<file path="src/rtl/logic_unit_pkg.sv">
// Shared definitions for the logic unit: op-code type and op-code constants.
package logic_unit_pkg;

    typedef logic [2:0] logic_op_t;

    localparam logic_op_t OP_AND  = 3'd0;
    localparam logic_op_t OP_OR   = 3'd1;
    localparam logic_op_t OP_NOT  = 3'd2;
    localparam logic_op_t OP_XOR  = 3'd3;
    localparam logic_op_t OP_NAND = 3'd4;
    localparam logic_op_t OP_NOR  = 3'd5;
    localparam logic_op_t OP_XNOR = 3'd6;
    localparam logic_op_t OP_PASS = 3'd7;

endpackage

</file>
<file path="src/rtl/logic_unit_alu.sv">
// Combinational bitwise logic unit: o_y = f(i_op, i_a, i_b) over WIDTH bits.
// Operand B is not used by NOT and PASS.
module logic_unit_alu
    import logic_unit_pkg::*;
#(
    parameter int WIDTH = 8
) (
    input  logic [2:0]       i_op,
    input  logic [WIDTH-1:0] i_a,
    input  logic [WIDTH-1:0] i_b,
    output logic [WIDTH-1:0] o_y
);

    // Select the bitwise function for the requested op-code.
    always_comb begin
        o_y = {WIDTH{1'b0}};
        case (logic_op_t'(i_op))
            OP_AND:  o_y = i_a & i_b;
            OP_OR:   o_y = i_a | i_b;
            OP_NOT:  o_y = ~i_a;
            OP_XOR:  o_y = i_a ^ i_b;
            OP_NAND: o_y = ~(i_a & i_b);
            OP_NOR:  o_y = ~(i_a | i_b);
            OP_XNOR: o_y = ~(i_a ^ i_b);
            OP_PASS: o_y = i_a;
            default: o_y = i_a;
        endcase
    end

endmodule

</file>
<file path="src/rtl/logic_unit_pipe.sv">
// Registered logic unit with valid/ready handshakes on both sides, a
// one-deep output register and a saturating delivered-result counter.
// Optional feature macro LOGIC_UNIT_PIPE_FLAGS_EN adds registered
// out_zero / out_parity result flags.
module logic_unit_pipe
    import logic_unit_pkg::*;
#(
    parameter int WIDTH = 8,
    parameter int CNT_W = 16
) (
    input  logic             clk,
    input  logic             rst,
    input  logic             in_valid,
    output logic             in_ready,
    input  logic [WIDTH-1:0] in_a,
    input  logic [WIDTH-1:0] in_b,
    input  logic [2:0]       in_op,
    output logic             out_valid,
    input  logic             out_ready,
    output logic [WIDTH-1:0] out_data,
`ifdef LOGIC_UNIT_PIPE_FLAGS_EN
    output logic             out_zero,
    output logic             out_parity,
`endif
    output logic [CNT_W-1:0] xfer_count
);

    logic             r_valid;
    logic [WIDTH-1:0] r_data;
    logic [CNT_W-1:0] r_cnt;
    logic [WIDTH-1:0] w_result;
    logic             w_accept;
    logic             w_deliver;

    logic_unit_alu #(
        .WIDTH (WIDTH)
    ) u_alu (
        .i_op (in_op),
        .i_a  (in_a),
        .i_b  (in_b),
        .o_y  (w_result)
    );

    // The register can take a new result when empty or being drained now.
    assign in_ready  = !r_valid || out_ready;
    assign w_accept  = in_valid && in_ready;
    assign w_deliver = r_valid && out_ready;

    assign out_valid  = r_valid;
    assign out_data   = r_data;
    assign xfer_count = r_cnt;

    // Output register: load on accept, clear valid on a plain deliver.
    always_ff @(posedge clk) begin
        if (rst) begin
            r_valid <= 1'b0;
            r_data  <= {WIDTH{1'b0}};
        end else if (w_accept) begin
            r_valid <= 1'b1;
            r_data  <= w_result;
        end else if (w_deliver) begin
            r_valid <= 1'b0;
        end else begin
            r_valid <= r_valid;
        end
    end

    // Delivered-result counter, held at all-ones once saturated.
    always_ff @(posedge clk) begin
        if (rst) begin
            r_cnt <= {CNT_W{1'b0}};
        end else if (w_deliver && (r_cnt != {CNT_W{1'b1}})) begin
            r_cnt <= r_cnt + CNT_W'(1);
        end else begin
            r_cnt <= r_cnt;
        end
    end

`ifdef LOGIC_UNIT_PIPE_FLAGS_EN
    logic r_zero;
    logic r_parity;

    function automatic logic parity_of(input logic [WIDTH-1:0] v);
        parity_of = ^v;
    endfunction

    assign out_zero   = r_zero;
    assign out_parity = r_parity;

    // Result flags follow out_data: captured only when a result is accepted.
    always_ff @(posedge clk) begin
        if (rst) begin
            r_zero   <= 1'b0;
            r_parity <= 1'b0;
        end else if (w_accept) begin
            r_zero   <= (w_result == {WIDTH{1'b0}});
            r_parity <= parity_of(w_result);
        end else begin
            r_zero   <= r_zero;
            r_parity <= r_parity;
        end
    end
`endif

endmodule

</file>
<file path="config.mk">
export PLATFORM = sky130hd
export DESIGN_NAME = logic_unit_pipe
export DESIGN_NICKNAME = d
export VERILOG_FILES = /design/src/rtl/logic_unit_pkg.sv /design/src/rtl/logic_unit_alu.sv /design/src/rtl/logic_unit_pipe.sv
export SDC_FILE = /design/constraint.sdc
export NUM_CORES = 1
export LEC_CHECK = 0
export ABC_AREA = 1
export CAP_MARGIN = 25
export CORE_MARGIN = 2
export CORE_UTILIZATION = 46
export DETAILED_ROUTE_END_ITERATION = 16
export HOLD_SLACK_MARGIN = 0.06
export PLACE_DENSITY = 0.77
export SYNTH_ARGS = -nofsm -noshare
export SYNTH_HDL_FRONTEND = slang
export SYNTH_SLANG_ARGS = --single-unit
</file>
<file path="constraint.sdc">
create_clock -name clk -period 1.4 [get_ports clk]
set_input_delay 0.28 -clock clk [delete_from_list [all_inputs] [get_ports clk]]
set_output_delay 0.28 -clock clk [all_outputs]
set_load 0.02 [all_outputs]
</file>
=== Word level (Yosys, flattened, before mapping) ===
Cells that the tools add are included.

* Flip-flop bits (word level): 25
* Latch bits: 0
* Bits in writable memories: 0
* Bits in read-only memories: 0
* Input port bits: 23
* Output and inout bits: 26
* Memories: 0

* $add $sub $neg: 1
* Multipliers: 0
* Div/mod/pow operators: 0
* Magnitude comparators: 0
* Equality and inequality tests: 8
* Shift-type cells: 0
* Mux-type cells: 3
* Bitwise operators: 7
* Reduce and logical (&&, ||, !) cells: 7

{| class="wikitable"
|+ Operators by type and width
! kind !! number
|-
| $pmux W8 S8 || 1
|-
| $not A8 Y8 || 4
|-
| $add A16 B1 Y16 const B || 1
|-
| $ne A16 B16 Y1 const B || 1
|-
| $eq A3 B3 Y1 const B || 4
|-
| $and A8 B8 Y8 || 1
|-
| $or A8 B8 Y8 || 1
|-
| $xor A8 B8 Y8 || 1
|-
| $eq A3 B2 Y1 const B || 2
|-
| $eq A3 B1 Y1 const B || 1
|-
| $logic_and A1 B1 Y1 || 3
|-
| $logic_not A3 Y1 || 1
|-
| $mux W1 || 2
|-
| $reduce_bool A2 Y1 || 1
|-
| $logic_not A1 Y1 || 1
|-
| $logic_or A1 B1 Y1 || 1
|}

=== Logic depth before layout (Yosys ltp) ===
Gate-level depths: netlist of run 1.

* Depth after elaboration: 4
* Mapped depth: 10
* Gate-level depth less buffers: 10

=== Modules after synthesis ===
A second synthesis of run 1 with hierarchy kept.

* Cell total of the unflattened synthesis: 345
* Area, all modules: 2218.4 um^2

{| class="wikitable"
|+ Modules (own cells, without submodules)
! module !! times used !! cells each !! area each (um^2) !! seq. area each (um^2)
|-
| logic_unit_pipe || 1 || 176 || 1258.7 || 500.5
|-
| logic_unit_alu || 1 || 169 || 959.7 || 0.0
|}

=== Least setup slack after synthesis of run 1 ===
No wires, ideal clock.

* Kind: reg2reg
* Start: reg r_cnt[0], in the netlist xfer_count[0]
* End: reg r_cnt[7], in the netlist xfer_count[7]
* Setup time: 131 ps
* Arrival: 1499 ps
* Setup slack: -229 ps
* Stages on the path, launching flop included: 10
* Buffers on the path: 1
* Period minus slack after synthesis: 1629 ps
* Cells stage by stage: dfxtp_1 ha_1 nand2_2 nor2_2 nand2_2 nor2_4 nor2_4 buf_6 nand2_1 a21oi_2

* Cells in the longest elaborated chain, start to end: 2
* Elaborated cells on any way between the ends: 3
* Classes of those cells: 1 x add/sub; 1 x eq/ne; 1 x reduce/logical

{| class="wikitable"
|+ RTL lines
! item !! RTL line !! text
|-
| from (decl) || logic_unit_pipe.sv:30 || <nowiki>logic [CNT_W-1:0] r_cnt;</nowiki>
|-
| from (signal assigned) || logic_unit_pipe.sv:71 || <nowiki>r_cnt <= {CNT_W{1'b0}};</nowiki>
|-
| from (signal assigned) || logic_unit_pipe.sv:73 || <nowiki>r_cnt <= r_cnt + CNT_W'(1);</nowiki>
|-
| from (signal assigned) || logic_unit_pipe.sv:75 || <nowiki>r_cnt <= r_cnt;</nowiki>
|-
| branches (longest 2 deep; another with $add A16 B1 Y16) || n/a ||
|}

Several ways; the timed one is not identified.
A chain may end at the register's enable or synchronous reset.

=== Worst setup path after layout of run 1 ===
* Start: reg r_cnt[13], in the netlist xfer_count[13]
* End: reg r_cnt[7], in the netlist xfer_count[7]

* Cells in the longest elaborated chain, start to end: 2

{| class="wikitable"
|+ RTL lines
! item !! RTL line !! text
|-
| $ne A16 B16 Y1 || logic_unit_pipe.sv:72 || <nowiki>end else if (w_deliver && (r_cnt != {CNT_W{1'b1}})) begin</nowiki>
|-
| $logic_and A1 B1 Y1 || logic_unit_pipe.sv:72 ||
|}

Every way passes these cells.

==> results by group, run 1 <==
Setup path
  • Worst path max stage delay: ~400 ps
  • Worst Setup Start Kind: flip-flop
  • Family with the most delay on the worst path: simple AND/OR/NAND/NOR gates
  • Reg2reg end: xfer_count[7]$_SDFFE_PP0P_
  • CP most frequent cell: nand2_1
  • Crit path capture type: flip-flop
  • Critical R2R Launch: xfer_count[13]$_SDFFE_PP0P_
  • Worst reg-to-reg setup slack: -70 ps
  • Crit path buffers/inverters: 1
  • Max stage delay cell, worst path: dfxtp_2
  • Crit path kind: flip-flop to flip-flop
  • CP arrival: roughly 1700 ps
  • CP Max Fanout: 5
  • CP cell instances: nand2_1 > nor2_2 > nand2_2 > o21ai_4 > buf_4 > nand2_1 > a21oi_2
  • R2R depth: 7
  • Critical Path RT: 1610 ps

Global routing
  • Vias in the first global route: between 2000 and 2500
  • Total track usage: 22.76%
  • Antenna violations before repair: 0
  • Largest net degree at the start of global routing: 17
  • First-pass GRT wire length: roughly 10000 µm
  • GR Overflow Total: 0

Timing
  • Fmax: between 600 and 700 MHz
  • Layout Skew: 6.420 ps
  • # setup viols final: 13
  • Tightest Pin Transition: approximately 280 ps
  • Fin Hold WS: ~470 ps
  • Setup ws final: -68.65 ps
  • Slew HR: roughly four fifths
  • Hold Vio Cnt, Final: 0
  • RSZ-0062 raised after global routing: true
  • Final period util: 104.9%
  • Count of pins over their slew limit: 0
  • Fin crit period: between 1000 and 1500 ps
  • Final TNS setup: -480.4 ps

Finish
  • Ant diodes: 0
  • Area occupied by multi-input gates: roughly 1600 µm²
  • Layout cell share with drive strength beyond 1: 24.51%
  • # nets final: about 500
  • Layout area overhead: 51.92%
  • Register area: roughly 520 µm²
  • Most frequent cells in the layout: nand2_1 (91), buf_4 (46), inv_1 (44)
  • # fillers: about 380
  • Commonest non-fill, non-tap cell in the layout: nand2_1

Placed design
  • DP Wirelength: between 4000 and 5000 µm
  • Routability cong.: roughly 0.91
  • Pre-CTS worst setup slack: -362.9 ps
  • PortBufs: between 40 and 50

Detailed routing
  • Pre-antenna DRT Iters: 4
  • Avg WL per Cell: 11.98 µm
  • ANT nets after route: 0
  • Drt drc: 0
  • DRT Wirelength: 6280 µm
  • Via density: 5.086
  • Initial drt markers: ~180
  • Via count: about 2700

Synth
  • Largest area contributor in the synthesized netlist: dfxtp_1
  • Synth Warn #: 0
  • Syn_nets: approximately 400
  • Mapped Cells: approximately 370
  • Syn_area_per_cell: roughly 6.1 µm²
  • Seq/Total Area, Yosys: between 20% and 30%
  • Flops & latches, synth: 25
  • Share of the synthesized area in the top cell type: about 22%
  • Top cells by area, synth: dfxtp_1 (22%), nand2_1 (16%), ha_1 (9.5%)
  • Post-synth cell types: 23
  • Post-Syn Area: between 2000 and 2500 µm²

Floorplan
  • CORE AREA: about 4700 µm²
  • Die Ht: 73.84 µm
  • # IOs: slightly below 50
  • Full die area: about 5500 µm²
  • Starting density of the core: 47.50%
  • FP Rows: 25
  • Die width: between 70 and 80 µm

Run status
  • Status: finished, violations left
  • Failing checks: setup timing

Flow run
  • Max_cap viols: 0

Clock network
  • H-tree depth: 1
  • Clk slew on worst S/H paths: roughly 90 ps
  • CTS tree: done
  • Root Buffer: clkbuf_8
  • Worst skew pair latency: ~270 ps
  • CTS max path bufs: 2
  • TritonCTS Buffers: 3
  • Clock Sinks: 25

Power and ir drop
  • Final Power: roughly 1.8 mW
  • Peak VDD IR: ~0.33 mV
  • Static Leak: between 1.5 and 2 nW
  • Pwr dens: approximately 520 nW/µm²

Hold path
  • Hold path cells: 2
  • Type of the most critical hold path: flip-flop to flip-flop
  • Worst hold endpoint: out_data[4]$_SDFFE_PP0P_
  • HP Start: out_data[4]$_SDFFE_PP0P_
-- cell type report --
class | instances | share of cell area [%]
timing repair buffer | 99 | 27.61
multi-input combinational | 276 | 47.61
tap | 67 | 2.460
clock buffer | 4 | 1.322
sequential | 25 | 15.16
inverter | 53 | 5.837
-- metal layers --
metal	track usage [%]	wire length [µm]
met1	26.78	2602
met2	41.57	3311
met3	2.058	227
met4	9.697	138
met5	0	0
-- registers in the layout (all words and copies together), names as in the netlist --
| signal | count |
|---|---|
| out_data | 8 |
| out_valid | 1 |
| xfer_count | 16 |
-- tightest hold or removal path: stages, from the launching register on --
cell and delay, ps:
dfxtp_1 320, nand2_1 60, a21oi_1 50
-- through the flow --
stage	util [%]	instances	instance area, µm²
2_1_floorplan	-	369	2278
3_3_place_gp	66.44	515	3138
3_5_place_dp	66.44	515	3138
4_1_cts	67.47	522	3187
5_1_grt	72.16	524	3408
6_report	72.16	524	3408
-- where the power goes --
| group | switching (mW) | internal, mW | leakage (nW) | total, mW |
|---|---|---|---|---|
| combinational | 0.304 | 0.268 | 1.62 | 0.572 |
| clock | 0.234 | 0.204 | 0.0228 | 0.438 |
| sequential | 0.0154 | 0.732 | 0.208 | 0.747 |
| total | 0.553 | 1.20 | 1.85 | 1.76 |
-- synthesized netlist by cell type (all sizes together) --
library cell,n
nand2,97
inv,53
nor2,49
nand3,38
a21oi,30
dfxtp,25
nand4,18
ha,17
buf,12
o21ai,12
nand3b,8
xor2,5
clkbuf,3
and2,2
-- timing repair --
| action | in CTS | in global routing |
|---|---|---|
| resized for setup | 33 | 52 |
| endpoints found under the setup margin | 40 | 25 |
| pin swaps | 3 | 19 |
| hold buffers | 0 | 0 |
| setup buffers | 3 | 1 |
| cloned | 0 | 1 |
-- how the worst max path moves through the flow --
| stage | slack (ps) | endpoint | cells after the start | start |
|---|---|---|---|---|
| floorplan | 2 | xfer_count[7]$_SDFFE_PP0P_ | 9 | xfer_count[0]$_SDFFE_PP0P_ |
| global placement | -350 | in_ready | 4 | out_ready |
| detailed placement | -360 | in_ready | 4 | out_ready |
| CTS | 8 | out_data[6]$_SDFFE_PP0P_ | 10 | in_a[6] |
| global route | -140 | xfer_count[13]$_SDFFE_PP0P_ | 8 | xfer_count[13]$_SDFFE_PP0P_ |
| finish | -70 | xfer_count[7]$_SDFFE_PP0P_ | 7 | xfer_count[13]$_SDFFE_PP0P_ |
-- logic make-up (layout without fill, tap and decap cells) --
family                   Yosys count  count (layout)  share of synthesized area [%]
AND/OR/NAND/NOR                  212             212                          43.28
buffers and inverters             68             156                          12.77
AO/OA/AOI/OAI                     42              42                          10.21
flip-flops                        25              25                          22.31
adder cells (fa/ha/maj)           17              17                          9.481
XOR/XNOR                           5               5                          1.952
Note: power is estimated with default switching activity, not from simulation.
==> inputs of run 2 (changes only) <==
--- a/config.mk
+++ b/config.mk
@@ -7,8 +7,8 @@
 export LEC_CHECK = 0
 export ABC_AREA = 1
 export CAP_MARGIN = 25
-export CORE_MARGIN = 2
 export CORE_UTILIZATION = 46
+export CTS_CLUSTER_DIAMETER = 60
 export DETAILED_ROUTE_END_ITERATION = 16
 export HOLD_SLACK_MARGIN = 0.06
 export PLACE_DENSITY = 0.77
==> run 2 against run 1 <==
Effect of this change:
- the flow now finishes without violations
- total power is 1.0% lower
- clock skew up 8.3 ps
- count of clock-buffer cells in the layout down 1
- final cell count down 3.6%
- non-clock buffer count fell by 6
- utilization decreased by 1.2 points
- global-route usage is 0.21 points higher
- maximum frequency grew 5.9%
- setup slack better by 82 ps
- clock power down 3%
- largest cell class unchanged
- largest power group unchanged
==> results by group, run 2 (synthesized netlist as in run 1, its figures left out) <==
Finish
  • Post-route cell area: 3329 µm² (-2.3%)
  • # fillers: 388 (+1.3%)
  • # nets final: 492 (-1.2%)
  • Ant diodes: 0 (unchanged)
  • Layout cell share with drive strength beyond 1: 22.17% (-2.3 points)
  • Layout area overhead: 48.41%
  • Max reg flops: 16 (unchanged)
  • Commonest non-fill, non-tap cell in the layout: nand2_1
  • Most frequent cells in the layout: nand2_1 (93), inv_1 (44), nor2_1 (38), buf_4 (38), nand3_1 (35)
  • Util after Layout: 70.96% (-1.2 points)

Clock network
  • H-tree depth: 1 (unchanged)
  • CTS max path bufs: 2 (unchanged)
  • Clk slew on worst S/H paths: 90 ps (about the same)
  • Clock Sinks: 25 (unchanged)
  • Worst skew pair latency: 280 ps (about the same)
  • CTS tree: done
  • TritonCTS Buffers: 3 (unchanged)
  • Root Buffer: clkbuf_8

Setup path
  • Worst path max stage delay: 360 ps (-40 ps)
  • Family with the most delay on the worst path: simple AND/OR/NAND/NOR gates
  • Crit path buffers/inverters: 2 (+1)
  • CP Max Fanout: 13 (+8)
  • CP arrival: 1570 ps (-110 ps)
  • Worst Setup Start Kind: flip-flop
  • CP most frequent cell: nor2_4
  • CP cell instances: ha_4 > nand2_4 > nor2_4 > nand2_4 > nor2_4 > nor2_4 > buf_12 > nand2_2 > nand2_1 > inv_1 > nor2_1
  • Max stage delay cell, worst path: dfxtp_4
  • Critical Path RT: 1590 ps (-20 ps)
  • Crit path capture type: flip-flop
  • Crit path kind: flip-flop to flip-flop

Global routing
  • GR Overflow Total: 0 (unchanged)
  • First-pass GRT wire length: 9763 µm (-3.5%)
  • Total track usage: 22.97% (+0.21 points)
  • Antenna violations before repair: 0 (unchanged)
  • Largest net degree at the start of global routing: 33 (+16)
  • Vias in the first global route: 2329 (-5.0%)

Placed design
  • PortBufs: 48 (unchanged)
  • Post-DP Area: 3132 µm² (-0.20%)
  • Routability cong.: 0.8115 (-11%)
  • DP Wirelength: 4330 µm (-3.2%)

Floorplan
  • CORE AREA: 4692 µm² (-0.66%)
  • Die Ht: 71.84 µm (-2.7%)
  • Die width: 71.84 µm (-2.7%)
  • FP Rows: 25 (unchanged)
  • # IOs: 49 (unchanged)
  • Full die area: 5160 µm² (-5.3%)
  • Starting density of the core: 47.81% (+0.32 points)

Detailed routing
  • Via density: 5.164 (+1.5%)
  • Avg WL per Cell: 11.88 µm (-0.91%)
  • Pre-antenna DRT Iters: 4 (unchanged)
  • Drt drc: 0 (unchanged)
  • DRT Wirelength: 5997 µm (-4.5%)
  • Via count: 2608 (-2.1%)
  • ANT nets after route: 0 (unchanged)
  • Initial drt markers: 129 (-28%)

Timing
  • # setup viols final: 0 (-13)
  • Fmax: 721.0 MHz (+5.9%)
  • Final period util: 99.06% (-5.8 points)
  • RSZ-0062 raised after global routing: true
  • Slew HR: 83.30% (+2.0 points)
  • Tightest Pin Transition: 250.2 ps (-29.45 ps)
  • Fin Hold WS: 469.8 ps (+0.6670 ps)
  • Layout Skew: 14.73 ps (+8.308 ps)
  • Fin crit period: 1387 ps (-81.75 ps)
  • Count of pins over their slew limit: 0 (unchanged)
  • Hold Vio Cnt, Final: 0 (unchanged)

Hold path
  • Type of the most critical hold path: flip-flop to flip-flop

Power and ir drop
  • Pwr dens: 522.2 nW/µm² (+1.3%)
  • Peak VDD IR: 0.3540 mV (+7.0%)
  • Final Power: 1.739 mW (-1.0%)
  • Static Leak: 1.818 nW (-1.6%)

Flow run
  • Max_cap viols: 0 (unchanged)

Run status
  • Status: finished clean
[run 2: changes by cell type in the layout (fill, tap and decap cells not counted), sizes merged]
| cell | previous run | this run |
|---|---|---|
| buf | 51 | 46 |
| dlygate4sd2 | 24 | 25 |
| clkbuf | 5 | 3 |
| dlymetal6s2s | 18 | 17 |
| clkinv | 0 | 1 |
| clkdlybuf4s50 | 3 | 4 |
| clkdlybuf4s15 | 2 | 1 |
[run 2: worst paths after layout]
kind | from | to | slack (ps) | depth (start not counted)
hold / removal | out_data[7]$_SDFFE_PP0P_ | out_data[7]$_SDFFE_PP0P_ | 470 | 2
setup / recovery | xfer_count[1]$_SDFFE_PP0P_ | xfer_count[10]$_SDFFE_PP0P_ | 10 | 11
setup reg to reg | xfer_count[1]$_SDFFE_PP0P_ | xfer_count[10]$_SDFFE_PP0P_ | 10 | 11
hold reg to reg | out_data[7]$_SDFFE_PP0P_ | out_data[7]$_SDFFE_PP0P_ | 470 | 2
[run 2: through the flow]
| step | TNS, ps | setup WS, ps | std cells |
|---|---|---|---|
| finish | 0 | 13.09 | 505 |
| CTS | 0 | 2.572 | 505 |
| global route | -392.6 | -46.70 | 505 |
| global placement | -3290 | -349.9 | 500 |
| floorplan | 0 | 2.169 | 369 |
| detailed placement | -3672 | -361.5 | 500 |
[run 2: what timing repair did]
action,4_1_cts,5_1_grt
hold endpoints to repair,0,0
setup buffers,1,0
endpoints found under the setup margin,38,23
hold buffers,0,0
gates resized for setup,35,45
pin swaps,3,13
[run 2: report_power, final]
part	total [mW]	internal, mW	switching (mW)	leakage (nW)
Sequential	0.747	0.732	0.0150	0.208
Clock	0.427	0.199	0.228	0.0255
Combinational	0.565	0.265	0.301	1.58
Total	1.74	1.20	0.543	1.82
[run 2: area by class of cell]
cell class | instances | area [µm²] | area share (%)
sequential | 25 | 516.7 | 15.52
timing repair buffer | 93 | 903.4 | 27.13
multi-input combinational | 276 | 1597 | 47.95
clock inverter | 1 | 5.005 | 0.1503
tap | 54 | 67.56 | 2.029
clock buffer | 3 | 41.29 | 1.240
inverter | 53 | 198.9 | 5.975
[run 2: worst register-to-register path: cells and delay by family (launching register included)]
kind                     cells  cell delay (ps)
adder cells (fa/ha/maj)      1              140
buffers and inverters        2              190
AND/OR/NAND/NOR              8              610
flip-flops                   1              360
[run 2: per-layer routing]
layer / track usage, % / up-vias / wire [µm]
li1: - / 1344 / -
met1: 27.23 / 1189 / 2524
met2: 42.14 / 69 / 3210
met3: 2.110 / 6 / 209
met4: 9.586 / 0 / 52
met5: 0 / - / 0
==> inputs of run 3 (changes only) <==
--- a/config.mk
+++ b/config.mk
@@ -6,7 +6,6 @@
 export NUM_CORES = 1
 export LEC_CHECK = 0
 export ABC_AREA = 1
-export CAP_MARGIN = 25
 export CORE_UTILIZATION = 46
 export CTS_CLUSTER_DIAMETER = 60
 export DETAILED_ROUTE_END_ITERATION = 16
==> results of run 3 <==
Same layout as run 2: the final DEF is identical, and so are final timing and power.
